`src/rtl/dc_fifo_st_reader.sv`:
```
// Show-ahead FIFO drain to Avalon-ST source with SOP/EOP framing checks; 1-cycle pop-to-output latency.
// Registered output stage stalls the pop while out_valid && !out_ready; orphan drops ignore backpressure.
module dc_fifo_st_reader #(
    parameter int DATA_WIDTH  = 64,
    parameter int EMPTY_WIDTH = 3,
    parameter int CNT_WIDTH   = 16
) (
    input  logic                                  clk,
    input  logic                                  rst_n,
    input  logic [DATA_WIDTH+EMPTY_WIDTH+1:0]     fifo_q,
    input  logic                                  fifo_rdempty,
    output logic                                  fifo_rdreq,
    output logic                                  out_valid,
    input  logic                                  out_ready,
    output logic [DATA_WIDTH-1:0]                 out_data,
    output logic                                  out_sop,
    output logic                                  out_eop,
    output logic [EMPTY_WIDTH-1:0]                out_empty,
    output logic                                  out_error,
    input  logic                                  clr_cnt,
    output logic [CNT_WIDTH-1:0]                  pkt_cnt,
    output logic [CNT_WIDTH-1:0]                  orphan_cnt,
    output logic [CNT_WIDTH-1:0]                  framing_err_cnt
);

    typedef struct packed {
        logic                   sop;
        logic                   eop;
        logic [EMPTY_WIDTH-1:0] empty;
        logic [DATA_WIDTH-1:0]  data;
    } word_t;

    typedef enum logic {
        IDLE   = 1'b0,
        IN_PKT = 1'b1
    } state_t;

    word_t  head_w;
    state_t state_q, state_d;
    logic   head, drop, load, xfer, frame_err;

    logic                   out_valid_q, out_valid_d;
    logic [DATA_WIDTH-1:0]  out_data_q, out_data_d;
    logic                   out_sop_q, out_sop_d;
    logic                   out_eop_q, out_eop_d;
    logic [EMPTY_WIDTH-1:0] out_empty_q, out_empty_d;
    logic                   out_error_q, out_error_d;

    logic [CNT_WIDTH-1:0] pkt_cnt_q, pkt_cnt_d;
    logic [CNT_WIDTH-1:0] orphan_cnt_q, orphan_cnt_d;
    logic [CNT_WIDTH-1:0] ferr_cnt_q, ferr_cnt_d;

    assign head_w    = word_t'(fifo_q);
    assign head      = !fifo_rdempty;
    assign drop      = head && (state_q == IDLE) && !head_w.sop;
    assign load      = head && !drop && (!out_valid_q || out_ready);
    assign xfer      = out_valid_q && out_ready;
    assign frame_err = load && (state_q == IN_PKT) && head_w.sop;

    // Gate with rst_n so nothing is popped while the block is held in reset.
    assign fifo_rdreq = rst_n && (drop || load);

    // Framing state tracks what has been popped, not what the sink has taken.
    always_ff @(posedge clk or negedge rst_n) begin
        if (!rst_n) begin
            state_q <= IDLE;
        end else begin
            state_q <= state_d;
        end
    end

    always_comb begin
        state_d = state_q;
        if (load) begin
            state_d = head_w.eop ? IDLE : IN_PKT;
        end
    end

    always_comb begin
        out_valid_d = out_valid_q;
        out_data_d  = out_data_q;
        out_sop_d   = out_sop_q;
        out_eop_d   = out_eop_q;
        out_empty_d = out_empty_q;
        out_error_d = out_error_q;
        if (load) begin
            out_valid_d = 1'b1;
            out_data_d  = head_w.data;
            out_sop_d   = head_w.sop;
            out_eop_d   = head_w.eop;
            out_empty_d = head_w.eop ? head_w.empty : '0;
            out_error_d = frame_err;
        end else if (out_ready) begin
            out_valid_d = 1'b0;
        end
    end

    always_ff @(posedge clk or negedge rst_n) begin
        if (!rst_n) begin
            out_valid_q <= 1'b0;
            out_data_q  <= '0;
            out_sop_q   <= 1'b0;
            out_eop_q   <= 1'b0;
            out_empty_q <= '0;
            out_error_q <= 1'b0;
        end else begin
            out_valid_q <= out_valid_d;
            out_data_q  <= out_data_d;
            out_sop_q   <= out_sop_d;
            out_eop_q   <= out_eop_d;
            out_empty_q <= out_empty_d;
            out_error_q <= out_error_d;
        end
    end

    // Saturating increment; a clear in the same cycle takes priority.
    function automatic logic [CNT_WIDTH-1:0] cnt_next(
        input logic [CNT_WIDTH-1:0] cur,
        input logic                 inc,
        input logic                 clr
    );
        logic [CNT_WIDTH-1:0] nxt;
        nxt = cur;
        if (clr) begin
            nxt = '0;
        end else if (inc && (cur != {CNT_WIDTH{1'b1}})) begin
            nxt = cur + {{(CNT_WIDTH-1){1'b0}}, 1'b1};
        end
        return nxt;
    endfunction

    always_comb begin
        pkt_cnt_d    = cnt_next(pkt_cnt_q, xfer && out_eop_q, clr_cnt);
        orphan_cnt_d = cnt_next(orphan_cnt_q, drop, clr_cnt);
        ferr_cnt_d   = cnt_next(ferr_cnt_q, frame_err, clr_cnt);
    end

    always_ff @(posedge clk or negedge rst_n) begin
        if (!rst_n) begin
            pkt_cnt_q    <= '0;
            orphan_cnt_q <= '0;
            ferr_cnt_q   <= '0;
        end else begin
            pkt_cnt_q    <= pkt_cnt_d;
            orphan_cnt_q <= orphan_cnt_d;
            ferr_cnt_q   <= ferr_cnt_d;
        end
    end

    assign out_valid       = out_valid_q;
    assign out_data        = out_data_q;
    assign out_sop         = out_sop_q;
    assign out_eop         = out_eop_q;
    assign out_empty       = out_empty_q;
    assign out_error       = out_error_q;
    assign pkt_cnt         = pkt_cnt_q;
    assign orphan_cnt      = orphan_cnt_q;
    assign framing_err_cnt = ferr_cnt_q;

endmodule
```
`config.mk`:
```
export PLATFORM = sky130hd
export DESIGN_NAME = dc_fifo_st_reader
export DESIGN_NICKNAME = d
export VERILOG_FILES = /design/src/rtl/dc_fifo_st_reader.sv
export SDC_FILE = /design/constraint.sdc
export NUM_CORES = 1
export LEC_CHECK = 0
export BUFFER_PORTS_ARGS = -buffer_cell sky130_fd_sc_hd__buf_2
export CAP_MARGIN = 20
export CORE_MARGIN = 2
export CORE_UTILIZATION = 50
export CTS_CLUSTER_DIAMETER = 80
export DETAILED_ROUTE_END_ITERATION = 16
export GPL_ROUTABILITY_DRIVEN = 0
export PLACE_DENSITY = 0.8
export REMOVE_ABC_BUFFERS = 1
export SLEW_MARGIN = 15
export SYNTH_ARGS = -nofsm -noshare
export SYNTH_HDL_FRONTEND = slang
export SYNTH_SLANG_ARGS = --single-unit
```
`constraint.sdc`:
```
create_clock -name clk -period 4.9 [get_ports clk]
set_input_delay 0.735 -clock clk [delete_from_list [all_inputs] [get_ports clk]]
set_output_delay 0.735 -clock clk [all_outputs]
set_load 0.1 [all_outputs]
```
# == Word-level counts from Yosys, hierarchy flattened ==
# Cells that the tools add are included.
# totals
reg_bits,120
latch_bits,0
ram_bits,0
rom_bits,0
in_bits,74
output_inout_bits,120
elab_cells,49
n_memories,0
# op_classes
add_sub_neg,3
mul,0
div_mod_pow,0
order_cmp,0
eq_ne,3
n_shift,0
muxes,10
bitwise_logic,1
n_reduce_logical,22
# ops
cell,n
2-to-1 mux 16 bit,6
adder 16 x 1 -> 16 bit (second input constant),3
inequality test 16 bit (second input constant),3
logical AND 1 bit,12
nonzero test 2 bit,4
logical NOT 1 bit,4
2-to-1 mux 1 bit,3
2-to-1 mux 3 bit,1
logical OR 1 bit,2
NOT 1 bit,1

# == Logic depth before layout (Yosys ltp) ==
# logic_depth
ltp_word,11
ltp_mapped,8
ltp_nobuf,6

# == Least setup slack after synthesis ==
# Ideal clock, no wire load.
# synth_path
path_kind,reg2out
start,"reg out_valid_q, in the netlist out_valid"
end,out fifo_rdreq
arrival_ns,2.512
slack_ns,1.653
stages_incl_launch_ff,5
n_path_buf,1
path_cell_list,dfrtp_1 -> nor2b_1 -> nor3_1 -> clkbuf_1 -> o21a_1
# synth_between
elab_chain_cells,5
# synth_rtl
item,line_no,rtl
start: declaration,42,"logic out_valid_q, out_valid_d;"
start signal: assignment,107,out_valid_q <= out_valid_d;
logical NOT 1 bit,56,assign load = head && !drop && (!out_valid_q || out_ready);
logical OR 1 bit,56,
logical AND 1 bit,56,
logical OR 1 bit,61,assign fifo_rdreq = rst_n && (drop || load);
logical AND 1 bit,61,
end: declaration,12,"output logic fifo_rdreq,"
# No other way between the ends.

# == Worst setup path after layout ==
# layout_path
start,in rst_n
end,out fifo_rdreq
# layout_between
elab_chain_cells,1
# layout_rtl
item,line_no,rtl
start: declaration,9,"input logic rst_n,"
logical AND 1 bit,61,
# No other way between the ends.

==> metrics.txt <==
largest net degree at the start of global routing=73; Setup TNS Final=0 ns; FF-to-FF setup slack=~2.5 ns; die span in y=approximately 110 um; part of the power in registers=a little under a third; Post-Syn Area=5264 um^2; FFs w/ async S/R, synth=100.0%; multi-input logic area=2145 um^2; Seq cells post-synth=120; Nets=between 800 and 900; fillers=about 800; share of layout cells above drive strength 1=slightly above 30%; YS warnings=0; first-pass GRT wire length=21.61 mm; crit path DAT=2.04 ns; Internal Power=between 2 and 2.5 mW; Crit Path Max Fanout=63; CP Launch Type=primary input; Clock transition at path regs=about 0.060 ns; Worst EP required=roughly 4.2 ns; cells after synthesis=a little under 600; sequential cell area=approximately 3000 um^2; Pre-antenna DRT Iters=7; Total Power=3.646 mW; leading post-synthesis cells by cell area=dfrtp_1 (57%), nand2_1 (16%), xnor2_1 (4.5%); fin crit period=around 2.8 ns; via/cell ratio=approximately 5.1; Routed wire per std cell=about 14 um; GRT overflow=0; Rel. slew slack=roughly 30%; final setup vio count=0; Post-CTS Setup Inserts=0; diodes inserted=0; Crit. End Element=primary output; Least-Margin Pin Slew=a little over 1 ns; share of the synthesized area in the top cell type=a little under three fifths; Ports=194; H-tree levels=4; Die X=roughly 110 um; Syn-to-layout area delta=32.83%; number of synthesized flops with an enable pin=0; Primary FF master, synth=dfrtp_1; Hold Buf Count CTS=0; row count=37; Syn Area/Cell=9.107 um^2; post-cts repair resize count=0; initial antenna violation count=0; sw frac=41.28%; Max Cap Viol=0; clk_lat worst skew=0.52 ns; clk sinks=120; core area=10280 um^2; PD cells=about 520 nW/um^2; routed wire length=about 13 mm; DRC viols=0; Slew Viols, Final=0; outcome=complete, no violations; Logic pwr share=slightly above 30%; Clock Skew=0.008504 ns; Synth area leader=dfrtp_1; WS Path Type=in -> out; CTS tree=yes; Seq/Total Area, Yosys=57.05%; Place WS=just over 2 ns; gr usage total=between 20% and 30%; Fmax achieved=359.8 MHz; final worst slack=between 2 and 2.5 ns; dpl hpwl=approximately 9 mm; initial core utilization=between 50% and 60%; CTS Buffer Depth=2; Hold WS=between 0.2 and 0.3 ns; vias=between 4000 and 5000; Final period util=between 50% and 60%; Port Buffers=slightly below 200; die area=between 10000 and 15000 um^2; Cell variety after synth=41; Pleak=3.696 nW; final hold vios=0; total clock buffers created by CTS=17; post-route ant nets=0; vias in the first global route=around 4600; Switch Pwr=about 1.5 mW; Clk pwr share=between 30% and 40%; Peak VDD IR=around 430 uV; RSZ-0062 raised after global routing=no; Hold WC Path Type=in -> async; Final Core Density=68.03%; starting DRC count in detailed routing=a little over 200; clock root buffer=clkbuf_8
-- critical path: stages --
cell	delay, ns
buf_4	0.58
o21a_1	0.26
buf_2	0.44
-- state kept, by name (all words and copies together) (netlist names) --
signal and flops:
orphan_cnt 16, state_q 1, out_sop 1, out_empty 3, out_eop 1, out_data 64, out_error 1, out_valid 1
pkt_cnt 16, framing_err_cnt 16
-- logic make-up (layout without fill, tap and decap cells) --
group / count (synthesis) / count (layout) / synth area share, %
flip-flops: 120 / 120 / 57.05
XOR/XNOR: 31 / 31 / 5.158
AND/OR/NAND/NOR: 356 / 356 / 29.83
multiplexers: 4 / 4 / 0.7844
AO/OA/AOI/OAI: 33 / 33 / 4.136
adder cells (fa/ha/maj): 3 / 3 / 0.7132
buffers and inverters: 31 / 235 / 2.329
-- synth_stat cells, drive strengths merged, types with 2 or more instances --
master	instances
buf	3
nor2b	3
and3	6
or2	2
nand4	13
nor4	7
a31oi	2
a21oi	9
xnor2	27
nand2	222
xor2	4
mux2i	3
nor2	46
ha	3
inv	5
a211oi	5
nor3	15
clkbuf	23
o21ai	7
o21bai	2
nand2b	2
or3	7
nor3b	2
and4	5
a41oi	2
nand3	18
nor4bb	2
dfrtp	120
o21a	2
nor4b	2
a31o	2
-- path summary, 6_finish.rpt --
path	to	cells after the start	start
min reg2reg	out_empty[0]	2	out_empty[0]
min in group clk	out_data[6]	3	fifo_q[6]
min	framing_err_cnt[15]	1	rst_n
max reg2reg	framing_err_cnt[5]	6	framing_err_cnt[0]
max in group asynchronous	pkt_cnt[2]	2	rst_n
max	fifo_rdreq	3	rst_n
-- placed cells by master (no fill, tap or decap), types with 3 or more instances in the layout --
cell type / netlist / layout
ha_1: 3 / 3
nand3_1: 18 / 18
a211oi_1: 5 / 5
dfrtp_1: 120 / 120
mux2i_1: 3 / 3
nand2_1: 222 / 222
clkinvlp_4: 0 / 3
nand4_1: 13 / 13
nor2b_1: 3 / 3
a21oi_1: 8 / 8
xnor2_1: 27 / 27
and4_1: 5 / 5
and3_1: 6 / 6
nor4_1: 6 / 6
clkinv_4: 0 / 3
buf_2: 2 / 192
or3_1: 7 / 6
inv_1: 5 / 5
o21ai_0: 7 / 7
bufinv_16: 0 / 5
clkbuf_16: 0 / 16
xor2_1: 4 / 4
nor2_1: 46 / 46
nor3_1: 15 / 14
buf_4: 1 / 6
-- through the flow --
step	std cells	instance area (um^2)
after detailed placement	886	6342
after floorplan	552	5160
after global placement	886	6342
after CTS	918	6992
after global routing	918	6992
final	918	6992
-- power groups by stage --
stage	combinational, mW	sequential [mW]	clock, mW
6_report	1.13	1.16	1.35
5_1_grt	1.18	1.18	1.43
4_1_cts	1.14	1.16	1.38
3_5_place_dp	1.14	1.17	0
3_3_place_gp	1.13	1.17	0
2_1_floorplan	0.135	1.96	0
-- layout make-up --
cell class	count	area share [%]
repair buffers	198	14.39
clock inverters	14	3.167
flip-flops and latches	120	42.95
multi-input cells	427	30.67
inverters	5	0.2684
clock buffers	18	6.120
well taps	136	2.434
-- per-layer routing --
layer,wire (um),track usage (%),up-vias
met3,1108,8.632,21
li1,-,-,2283
met4,251,9.833,0
met2,6502,38.67,177
met5,0,0,-
met1,5316,29.84,2243
Power figures use the tool's default switching activity.
